$ cat config.mk
export PLATFORM = sky130hd
export DESIGN_NAME = hft_result_tx
export DESIGN_NICKNAME = d
export VERILOG_FILES = /design/src/rtl/hft_result_tx.sv
export SDC_FILE = /design/constraint.sdc
export NUM_CORES = 1
export LEC_CHECK = 0
export CAP_MARGIN = 10
export CORE_MARGIN = 2
export CORE_UTILIZATION = 35
export CTS_BUF_LIST = sky130_fd_sc_hd__clkbuf_8
export CTS_CLUSTER_DIAMETER = 150
export DETAILED_ROUTE_END_ITERATION = 16
export SLEW_MARGIN = 20
export SYNTH_ARGS = -nofsm -noshare
export SYNTH_HDL_FRONTEND = slang
export SYNTH_SLANG_ARGS = --single-unit
$ cat constraint.sdc
create_clock -name ap_clk -period 3.5 [get_ports ap_clk]
set_input_delay 0.7 -clock ap_clk [delete_from_list [all_inputs] [get_ports ap_clk]]
set_output_delay 0.7 -clock ap_clk [all_outputs]
set_load 0.02 [all_outputs]
$ cat src/rtl/hft_result_tx.sv
// Result transmit path: buffers core decision frames on ap_done and streams them as 32-bit words.
// Optional macro HFT_TX_SEQ_EN prefixes each frame with a capture-time sequence number.
module hft_result_tx #(
    parameter int FRAME_DEPTH = 4,
    parameter int DROP_CNT_W  = 16
) (
    input  logic                  ap_clk,
    input  logic                  ap_rst,
    input  logic                  res_done,
    input  logic [1:0]            res_action,
    input  logic [31:0]           res_price,
    input  logic [31:0]           res_quantity,
    input  logic                  res_idle,
    input  logic                  res_ready,
    output logic [31:0]           tx_data,
    output logic                  tx_valid,
    input  logic                  tx_ready,
    output logic                  tx_last,
    output logic                  busy,
    output logic                  overflow,
    output logic [DROP_CNT_W-1:0] drop_count
);

    localparam int PTR_W = $clog2(FRAME_DEPTH);
    localparam int CNT_W = PTR_W + 1;
`ifdef HFT_TX_SEQ_EN
    localparam logic [2:0] LAST_IDX = 3'd6;
`else
    localparam logic [2:0] LAST_IDX = 3'd5;
`endif

    typedef enum logic {IDLE, SEND} state_t;

    state_t           state, state_next;
    logic [2:0]       idx, idx_next;
    logic [PTR_W-1:0] wr_ptr, rd_ptr;
    logic [CNT_W-1:0] count;
    logic             handshake, pop, push, drop;
    logic [31:0]      word;

    logic [1:0]  act_mem   [FRAME_DEPTH];
    logic [31:0] price_mem [FRAME_DEPTH];
    logic [31:0] qty_mem   [FRAME_DEPTH];
    logic        idle_mem  [FRAME_DEPTH];
    logic        rdy_mem   [FRAME_DEPTH];
`ifdef HFT_TX_SEQ_EN
    logic [31:0] seq_mem   [FRAME_DEPTH];
    logic [31:0] seq_cnt;
`endif

    assign handshake = tx_valid & tx_ready;
    assign pop       = handshake && (idx == LAST_IDX);
    // A full buffer still accepts when the head leaves on this same edge.
    assign push      = res_done && ((count < CNT_W'(FRAME_DEPTH)) || pop);
    assign drop      = res_done && !push;

    // Frame storage: payload only, no reset needed
    always_ff @(posedge ap_clk) begin
        if (push) begin
            act_mem[wr_ptr]   <= res_action;
            price_mem[wr_ptr] <= res_price;
            qty_mem[wr_ptr]   <= res_quantity;
            idle_mem[wr_ptr]  <= res_idle;
            rdy_mem[wr_ptr]   <= res_ready;
`ifdef HFT_TX_SEQ_EN
            seq_mem[wr_ptr]   <= seq_cnt;
`endif
        end
    end

    always_ff @(posedge ap_clk or posedge ap_rst) begin
        if (ap_rst) begin
            wr_ptr     <= '0;
            rd_ptr     <= '0;
            count      <= '0;
            state      <= IDLE;
            idx        <= '0;
            overflow   <= 1'b0;
            drop_count <= '0;
        end else begin
            state    <= state_next;
            idx      <= idx_next;
            overflow <= drop;
            if (push) wr_ptr <= wr_ptr + PTR_W'(1);
            if (pop)  rd_ptr <= rd_ptr + PTR_W'(1);
            if (push && !pop)
                count <= count + CNT_W'(1);
            else if (!push && pop)
                count <= count - CNT_W'(1);
            if (drop && (drop_count != '1))
                drop_count <= drop_count + DROP_CNT_W'(1);
        end
    end

`ifdef HFT_TX_SEQ_EN
    // Every capture attempt consumes a number so the host can see drops as gaps.
    always_ff @(posedge ap_clk or posedge ap_rst) begin
        if (ap_rst)
            seq_cnt <= '0;
        else if (res_done)
            seq_cnt <= seq_cnt + 32'd1;
    end
`endif

    always_comb begin
        state_next = state;
        idx_next   = idx;
        case (state)
            IDLE: begin
                if (count != '0) begin
                    state_next = SEND;
                    idx_next   = '0;
                end
            end
            SEND: begin
                if (handshake) begin
                    if (idx == LAST_IDX) begin
                        idx_next   = '0;
                        state_next = ((count > CNT_W'(1)) || push) ? SEND : IDLE;
                    end else begin
                        idx_next = idx + 3'd1;
                    end
                end
            end
            default: begin
                state_next = IDLE;
                idx_next   = '0;
            end
        endcase
    end

    always_comb begin
        word = '0;
`ifdef HFT_TX_SEQ_EN
        case (idx)
            3'd0: word = seq_mem[rd_ptr];
            3'd1: word = {30'b0, act_mem[rd_ptr]};
            3'd2: word = price_mem[rd_ptr];
            3'd3: word = qty_mem[rd_ptr];
            3'd4: word = 32'd1;
            3'd5: word = {31'b0, idle_mem[rd_ptr]};
            3'd6: word = {31'b0, rdy_mem[rd_ptr]};
            default: word = '0;
        endcase
`else
        case (idx)
            3'd0: word = {30'b0, act_mem[rd_ptr]};
            3'd1: word = price_mem[rd_ptr];
            3'd2: word = qty_mem[rd_ptr];
            3'd3: word = 32'd1;
            3'd4: word = {31'b0, idle_mem[rd_ptr]};
            3'd5: word = {31'b0, rdy_mem[rd_ptr]};
            default: word = '0;
        endcase
`endif
    end

    assign tx_valid = (state == SEND);
    assign tx_last  = tx_valid && (idx == LAST_IDX);
    assign tx_data  = tx_valid ? word : '0;
    assign busy     = (count != '0);

endmodule

==> metrics.md <==
| Metric | Value |
|---|---|
| Post-synthesis register bit count | 300 |
| Nets@finish | ~850 |
| Layout cells sized above 1 | approximately 22% |
| Cells after DPL | roughly 1200 |
| Finished Core Util | 44.4% |
| Sequential share of the synthesized area | around three quarters |
| Hold_buf cts | 0 |
| Vias after detailed routing | 6169 |
| Post-synth EDFFs | between 200 and 300 |
| # DRC | 0 |
| Unrepaired setup endpoints after global routing | true |
| Clock buffer count from CTS | 50 |
| VDD IR-drop max | 324 uV |
| GRT Util Overall | between 10% and 20% |
| Final cell count without fillers | around 1200 |
| Cells after synthesis | roughly 590 |
| TritonCTS clock tree | done |
| RD Place Congestion | between 0.7 and 0.8 |
| Crit. End Element | primary output |
| Chip Height | 188 um |
| Post-detailed-route via-to-cell ratio | a little under 5 |
| Worst path bufs/invs | 2 |
| Pwr/cell area | about 770 mW/mm^2 |
| Initial Util | a little over a third |
| Syn avg cell area | roughly 20 um^2 |
| WL per Instance | 20.0 um |
| Clock Latency Late Sink | 0.56 ns |
| Antenna Nets Post-Route | 0 |
| Critical Path Start Type | flop |
| Gr ovfl total | 0 |
| Ports | 124 |
| Data arrival, critical path | about 2.7 ns |
| H-tree levels | 2 |
| Cell Area, Synth | 0.0118 mm^2 |
| Worst setup path category | flop to primary output |
| P&R area growth vs syn | 25.4% |
| Post-synth net total | 672 |
| Worst-margin pin slew | between 0.7 and 0.8 ns |
| Die X-Extent | between 150 and 200 um |
| Critical-path top delay cell | clkdlybuf4s50_1 |
| Async SR Flop Fraction | about a tenth |
| Largest net degree at the start of global routing | between 50 and 60 |
| DRT iter0 DRCs | 379 |
| Final count of hold timing violations | 0 |
| Max Slew Vio Count | 0 |
| Final setup skew | ~0.020 ns |
| Synth unique cells | 50 |
| Leak | a little over 5 nW |
| Core footprint | roughly 0.033 mm^2 |
| Std-Cell Rows | 67 |
| Endpoints failing setup | 0 |
| Cell with the most instances after synthesis | edfxtp_1 |
| Slew headroom | a little over half |
| Hold Path Class | flop to flop |
| Max-Cap Viols | 0 |
| Reg clk slew, reported paths | about 0.06 ns |
| CP Data Required Time | 2.80 ns |
| Status | completed |
| Final worst path period need | 3.39 ns |
| Synth area leaders | edfxtp_1 (69%), mux4_2 (13%), dfrtp_1 (5.9%) |
| Synth warnings | 0 |
| Crit-path cells | and2_1 -> ha_1 -> nand2b_1 -> o21ai_4 -> buf_8 -> nor2_1 -> clkdlybuf4s50_1 |
| Top_reg_cell synth | edfxtp_1 |
| Root Driver | clkbuf_8 |
| CTS max path bufs | 3 |
| Crit Path Max Fanout | 17 |
| Synth top area share | between 60% and 70% |
| Synth top cells by count | edfxtp_1 (272), mux4_2 (68), nor2_1 (36), a22oi_1 (30), dfrtp_1 (28) |
| Post-DP HPWL | around 14000 um |
| Max Fclk | 0.295 GHz |
| Initial antenna violation count | 1 |
| Clock Sinks | 300 |
| Final WL | roughly 25000 um |
| Port Buffer Count | between 100 and 150 |
| Vias in the first global route | roughly 6500 |
| Tcrit/Tclk final | 96.8% |
| Worst path top cell family by delay | buffers and inverters |
| Synth area leader | edfxtp_1 |
| Critical Path Max Stage Delay | between 0.5 and 0.6 ns |
| Die area | between 0.03 and 0.04 mm^2 |
| First-pass GRT wire length | roughly 37000 um |
| DR pass1 iterations | 4 |
==> placed cells by master (no fill, tap or decap), drive strengths merged, types with 3 or more instances in the layout <==
| cell | instances |
|---|---|
| dlygate4sd2 | 17 |
| clkbuf | 53 |
| dlymetal6s2s | 8 |
| a22oi | 30 |
| clkdlybuf4s50 | 98 |
| and2 | 8 |
| dfrtp | 28 |
| nand3 | 9 |
| xor2 | 9 |
| and3 | 3 |
| a21oi | 5 |
| nand2b | 4 |
| nand2 | 9 |
| nand4 | 5 |
| nor2 | 36 |
| nor3b | 3 |
| o21ai | 6 |
| o2111ai | 3 |
| buf | 27 |
| mux4 | 68 |
| inv | 17 |
| and4 | 3 |
| edfxtp | 272 |
| clkinv | 24 |
| ha | 11 |
| nor4 | 5 |
| xnor2 | 12 |
==> worst reg2reg max path, delay by kind of cell (launching register included) <==
family	cells	cell delay, ns
simple gates	3	0.86
buf+inv	2	0.42
compound gates	1	0.36
flops	1	0.49
==> where the power goes <==
part	internal, mW	switching, mW
registers	4.55	0.240
clock network	1.50	1.34
logic	1.79	1.93
==> layer usage <==
layer,wire length (um),GRT usage (%),vias up,share of wire (%)
met5,13,0,-,0.052
met3,1380,3.76,42,5.5
li1,-,-,2763,-
met4,426,3.88,2,1.7
met1,10800,17.9,3181,43
met2,12300,23.6,181,49
==> path summary, 6_finish.rpt <==
kind | startpoint | end | slack (ns) | depth (start not counted)
max | idx[1]$_DFFE_PP0P_ | tx_data[4] | 0.11 | 7
min | drop_count[5]$_DFFE_PP0P_ | drop_count[5]$_DFFE_PP0P_ | 0.50 | 1
max reg2reg | idx[1]$_DFFE_PP0P_ | rdy_mem[2]$_DFFE_PP_ | 1.01 | 6
min reg2reg | drop_count[5]$_DFFE_PP0P_ | drop_count[5]$_DFFE_PP0P_ | 0.50 | 1
max in group asynchronous | ap_rst | drop_count[8]$_DFFE_PP0P_ | 2.30 | 3
min in group asynchronous | ap_rst | drop_count[5]$_DFFE_PP0P_ | 0.56 | 2
==> layout make-up <==
type,count,area [um^2]
Fill cell,2974,18500
Sequential cell,300,8880
Multi-Input combinational cell,250,2790
Timing Repair Buffer,152,1640
Clock buffer,51,702
Tap cell,448,561
Clock inverter,36,210
Inverter,9,33.8
Antenna cell,1,2.50
==> cells by family after synthesis <==
group	after synthesis	share of synthesized area [%]
DFF	300	75.1
and+or+nand+nor	92	4.00
muxes	71	13.2
AOI/OAI and AO/OA	55	3.38
buffers and inverters	39	1.60
xor gates and xnor gates	21	1.56
adders and majority gates	11	1.16
==> state kept, by name (all words and copies together) (netlist names) <==
register    flops
overflow        1
wr_ptr          2
idle_mem        4
rdy_mem         4
qty_mem       128
price_mem     128
drop_count     16
count           3
idx             3
rd_ptr          2
act_mem         8
tx_valid        1
==> per-stage QoR <==
stage	total power [mW]	hold WS, ns	worst slack, ns	setup TNS [ns]	area [um^2]
final	11.4	0.498	0.113	0	14800
after global routing	12.0	0.536	-0.0323	-0.0351	14800
after CTS	11.4	0.501	0.0148	0	14700
after detailed placement	8.57	0.494	0.321	0	13800
after global placement	8.56	0.482	0.331	0	13800
after floorplan	7.14	0.495	0.663	0	11800
==> what timing repair did <==
action / CTS / global route
setup buffers: 3 / 1
endpoints found under the setup margin: 32 / 16
resized for setup: 24 / 11
gates cloned: 0 / 2
endpoints found under the hold margin: 0 / 0
pin swaps: 0 / 1
(Power assumes the default switching activity.)
